### src/rtl/board_loader.sv
// board_loader: streams 16 tiles into a 4x4 sliding-puzzle board,
// checks for duplicate tiles and solvability, then starts the Solver.
// Ports:
//   i_clk, i_rst        clock, async active-high reset
//   i_valid, i_tile     tile stream (row-major, top-left first; 0 = blank)
//   i_clear             abort load / acknowledge error
//   i_solver_done       Solver finished
//   o_klotski           board to the Solver, [r][c], [3][3] = bits 63:60
//   o_start             one-cycle Solver start pulse
//   o_ready, o_busy     loading / solving status
//   o_error, o_err_code 01 duplicate tile, 10 unsolvable
module board_loader (
  input  logic                   i_clk,
  input  logic                   i_rst,
  input  logic                   i_valid,
  input  logic [3:0]             i_tile,
  input  logic                   i_clear,
  input  logic                   i_solver_done,
  output logic [3:0][3:0][3:0]   o_klotski,
  output logic                   o_start,
  output logic                   o_ready,
  output logic                   o_busy,
  output logic                   o_error,
  output logic [1:0]             o_err_code
);

  typedef enum logic [2:0] {
    LOAD,
    CHECK,
    START,
    SOLVE,
    ERROR
  } state_t;

  state_t               state_q;
  logic [4:0]           count_q;
  logic [15:0]          seen_q;
  logic                 dup_q;
  logic [6:0]           inv_q;
  logic [2:0]           brow_q;
  logic [3:0][3:0][3:0] klotski_q;
  logic [1:0]           err_q;

  logic       accept;
  logic       clr;
  logic       is_dup;
  logic [3:0] gt_cnt;

  assign accept = (state_q == LOAD) && i_valid && !i_clear;
  assign is_dup = seen_q[i_tile];

  // Leaving a load for any reason other than a completed board
  // (abort, error acknowledge, Solver done) restarts the trackers.
  assign clr = ((state_q == LOAD || state_q == CHECK ||
                 state_q == ERROR) && i_clear) ||
               ((state_q == SOLVE) && i_solver_done);

  // Earlier tiles larger than the incoming one: its inversion count.
  always_comb begin
    gt_cnt = '0;
    for (int j = 0; j < 16; j++) begin
      if (j > int'(i_tile) && seen_q[j])
        gt_cnt = gt_cnt + 4'd1;
    end
  end

  always_ff @(posedge i_clk or posedge i_rst) begin
    if (i_rst) begin
      state_q   <= LOAD;
      count_q   <= '0;
      seen_q    <= '0;
      dup_q     <= 1'b0;
      inv_q     <= '0;
      brow_q    <= '0;
      klotski_q <= '0;
      err_q     <= 2'b00;
    end else begin
      if (clr) begin
        count_q <= '0;
        seen_q  <= '0;
        dup_q   <= 1'b0;
        inv_q   <= '0;
        brow_q  <= '0;
      end else if (accept) begin
        count_q <= count_q + 5'd1;
        seen_q[i_tile] <= 1'b1;
        klotski_q[~count_q[3:2]][~count_q[1:0]] <= i_tile;
        if (is_dup)
          dup_q <= 1'b1;
        if (i_tile != 4'd0 && !is_dup)
          inv_q <= inv_q + 7'(gt_cnt);
        // Row index 3 is the top row, so bottom-relative row is idx+1.
        if (i_tile == 4'd0)
          brow_q <= {1'b0, ~count_q[3:2]} + 3'd1;
      end

      unique case (state_q)
        LOAD: begin
          if (accept && count_q == 5'd15)
            state_q <= CHECK;
        end
        CHECK: begin
          if (i_clear) begin
            state_q <= LOAD;
          end else if (dup_q) begin
            state_q <= ERROR;
            err_q   <= 2'b01;
          end else if (!(inv_q[0] ^ brow_q[0])) begin
            // Even inversions+blank-row parity cannot be solved.
            state_q <= ERROR;
            err_q   <= 2'b10;
          end else begin
            state_q <= START;
          end
        end
        START: state_q <= SOLVE;
        SOLVE: begin
          if (i_solver_done)
            state_q <= LOAD;
        end
        ERROR: begin
          if (i_clear) begin
            state_q <= LOAD;
            err_q   <= 2'b00;
          end
        end
        default: state_q <= LOAD;
      endcase
    end
  end

  assign o_klotski  = klotski_q;
  assign o_ready    = (state_q == LOAD);
  assign o_start    = (state_q == START);
  assign o_busy     = (state_q == SOLVE);
  assign o_error    = (state_q == ERROR);
  assign o_err_code = err_q;

endmodule

### config.mk
export PLATFORM = sky130hd
export DESIGN_NAME = board_loader
export DESIGN_NICKNAME = d
export VERILOG_FILES = /design/src/rtl/board_loader.sv
export SDC_FILE = /design/constraint.sdc
export NUM_CORES = 1
export LEC_CHECK = 0
export BUFFER_PORTS_ARGS = -buffer_cell sky130_fd_sc_hd__buf_2
export CAP_MARGIN = 20
export CELL_PAD_IN_SITES_DETAIL_PLACEMENT = 0
export CELL_PAD_IN_SITES_GLOBAL_PLACEMENT = 2
export CORE_MARGIN = 2
export CORE_UTILIZATION = 25
export DETAILED_ROUTE_END_ITERATION = 16
export PLACE_DENSITY_LB_ADDON = 0.05
export SYNTH_ARGS = -nofsm -noshare
export SYNTH_HDL_FRONTEND = slang
export SYNTH_SLANG_ARGS = --single-unit
export TNS_END_PERCENT = 5
### constraint.sdc
create_clock -name i_clk -period 7.7 [get_ports i_clk]
set_input_delay 1.54 -clock i_clk [delete_from_list [all_inputs] [get_ports i_clk]]
set_output_delay 1.54 -clock i_clk [all_outputs]
set_load 0.01 [all_outputs]
==> key figures <==
CTS
  • Later-pin clock latency in the skew report: between 300 and 400 ps
  • Worst-case clock buffer depth: 2
  • Postcts setup bufs: 0
  • Reg clk slew, reported paths: approximately 70 ps
  • CTS Root Cell: clkbuf_16
  • Post_cts resized: 0
  • Total CTS buffers: 9
  • Hold-fix buffers, CTS: 0
  • H-tree levels: 3
  • Clk sinks: between 90 and 100
  • TritonCTS clock tree: built

Floorplan
  • Core box area: 16,500 um^2
  • Die Wd: 134 um
  • Io pins: a little under 80
  • FP Rows: 47
  • Starting density of the core: between 20 and 30%
  • Die area: between 15,000 and 20,000 um^2
  • Chip Height: approximately 130 um

STA
  • Final setup violation count: 0
  • Max Slew Vio Count: 0
  • Clock period minus worst slack: between 3000 and 4000 ps
  • Final WS setup: roughly 4100 ps
  • Fmax: between 200 and 300 MHz
  • Period Utilization, post-route: ~47%
  • Slew margin rel.: between 50% and 60%
  • Least-Margin Pin Slew: around 680 ps
  • RSZ-0062 raised after global routing: false
  • Fin Clk Skew: approximately 5.1 ps
  • Setup total negative slack: 0 ps
  • Final hold vios: 0

Yosys
  • Compound-Gate Fraction of Synth Area: under 10%
  • Post-synth top flop: dfrtp_1
  • EDFF count, synth: 0
  • Ys Warns: 0
  • Async SR Flop Fraction: between 90% and 100%
  • Gate Count Post-Synth: 345
  • Top cells by area, synth: dfrtp_1 (55%), mux2_2 (17%), nand3_1 (2.5%)
  • Mean post-synth cell area: ~12 um^2
  • Post-Syn Nets: between 300 and 400
  • Adder-cell share of the synthesized area: under 10%
  • Post-synthesis mux area share: about a fifth
  • Simple logic cell fraction of the synthesized area: between 10% and 20%
  • Sequential-to-total area share from yosys stat: between 50 and 60%
  • Number of synthesized register bits: 93
  • Post-Synth XOR/XNOR Area: around 3.2%
  • Largest family of logic cells by synthesized area: multiplexers
  • Post-Syn Area: ~4200 um^2
  • Yosys cell types: between 40 and 50
  • Yosys top cell area share: around 55%
  • Largest area contributor in the netlist: dfrtp_1

Pwr
  • Pwr Density: between 200 and 250 nW/um^2
  • Sequential share of power: 46.5%
  • Net Sw Power: 0.000283 W
  • Clock share of power: around 44%
  • Comb power frac: 9.4%
  • Peak supply drop: between 0.0001 and 0.00015 V
  • Switching share of total power: 25.1%
  • Power Internal: around 0.00084 W
  • Leakage: 2.59 nW

Route
  • Drt first-iter violations: 120
  • Final WL: approximately 11 mm
  • Total vias in the final route: ~2,900
  • Initial DRT Pass Iterations: 4
  • Antenna-violating nets left: 0
  • Residual DRC: 0
  • Routed length per placed instance: around 17 um
  • Via density: 4.52

Worst setup path
  • Worst-path fanout max: 33
  • CP arrival: roughly 4000 ps
  • Reg2Reg Depth: 7
  • Worst R2R End: inv_q[0]
  • Req. time, crit path: 7980 ps
  • R2r startpoint: seen_q[1]
  • Register-to-register setup slack: ~5500 ps
  • Type of the worst setup path: in -> reg
  • Crit path launch type: primary input
  • CP Capture Type: flip-flop

Global routing
  • Antenna violations before repair: 0
  • First-pass GRT wire length: 18.2 mm
  • GRT Total Usage: between 10% and 20%
  • Global-route congestion overflow total: 0
  • Largest net degree at the start of global routing: 57
  • Vias in the first global route: between 3,000 and 4,000

Placement
  • Routability Congestion: between 0.6 and 0.7
  • Port-buffer cells: ~80
  • Detailed Place HPWL: between 7 and 8 mm
  • Worst slack at placement: ~3700 ps

Final layout
  • Most common cell after layout, fill and taps aside: dfrtp_1
  • # diodes: 0
  • Layout cells sized above 1: 39.7%
  • Finished Core Util: between 30% and 40%
  • Fin nets: 432
  • Most frequent cells in the layout: dfrtp_1 (93), buf_2 (78), mux2_2 (64)
  • Area added between synthesis and finish: 22.8%

Job
  • Max-cap violations: 0

Hold path
  • Hold depth: 2
  • HP Class: reg -> reg
  • Worst Hold Endpoint: o_err_code[0]
  • Hold wc startpoint: o_err_code[0]

Run status
  • Outcome: finished, final reports clean
[state kept, by name, indices dropped and copies added (netlist names)]
signal	flops
brow_q	1
count_q	5
dup_q	1
inv_q	1
o_err_code	2
o_klotski	64
seen_q	16
state_q	3
[Yosys cell counts, types with 2 or more instances]
master and instances:
nand2_1 16, and3_1 2, and2_1 3, dfrtp_1 93, nor2_1 26, clkbuf_1 14
nor2b_1 7, nand3_1 21, a31oi_1 4, xor2_1 5, nand3b_1 2, ha_1 5
mux2_2 64, xnor3_1 2, nor4_1 2, xnor2_1 5, nor3b_1 2, nand4_1 5
mux4_1 2, o21ai_0 10, or3_1 4, mux4_2 2, o31ai_1 2, o22ai_1 2
and3b_1 2, buf_2 4, inv_1 7, and2b_1 2, a21oi_1 17
[through the flow]
step	cell area, um^2	hold WS (ps)	instances	total power, W
finish	5160	489	643	0.00113
global route	5160	516	643	0.00119
CTS	5130	499	642	0.00115
detailed placement	4800	484	626	0.000642
global placement	4800	478	626	0.000642
floorplan	4200	455	345	0.000595
[layout make-up]
cell class,count,area (um^2)
fill,1698,11400
sequential,93,2330
multi-input combinational,225,1760
timing repair buffer,82,440
tap,220,275
clock buffer,9,225
clock inverter,7,104
inverter,7,27.5
[kinds of logic (layout without fill, tap and decap cells)]
family | count (synthesis) | after routing
simple gates | 99 | 99
fa+ha+maj | 5 | 5
compound gates | 41 | 41
mux | 68 | 68
xor+xnor | 12 | 12
buf+inv | 27 | 105
flops | 93 | 93
[layer usage]
layer	vias to the layer above	track usage, %	wire [um]
met5	-	0	0
met4	0	3.72	146
met3	11	4.72	599
met2	55	20.8	5360
li1	1367	-	-
met1	1476	17.5	5080
[worst max-delay path, stage by stage]
cell	delay, ps
buf_2	500
and2b_1	270
xnor2_1	110
nor4_1	270
xnor3_1	380
xnor3_1	370
or3_1	330
a21oi_2	110
[power groups by stage]
stage | logic (W) | registers [W] | clock network, W
after floorplan | 0.0000519 | 0.000543 | 0
after global placement | 0.000109 | 0.000533 | 0
after detailed placement | 0.000108 | 0.000534 | 0
after CTS | 0.000109 | 0.000524 | 0.000520
after global routing | 0.000119 | 0.000527 | 0.000541
final | 0.000107 | 0.000524 | 0.000497
[worst max-delay path by stage]
stage                     depth (start not counted)  startpoint  slack [ps]         to
after floorplan                                   1       i_rst        3740  brow_q[0]
after global placement                            8   i_tile[0]        3730   inv_q[0]
after detailed placement                          8   i_tile[0]        3710   inv_q[0]
after CTS                                         8   i_tile[0]        4090   inv_q[0]
after global routing                              8   i_tile[0]        3940   inv_q[0]
final                                             8   i_tile[0]        4090   inv_q[0]
Note: power is estimated with default switching activity, not from simulation.
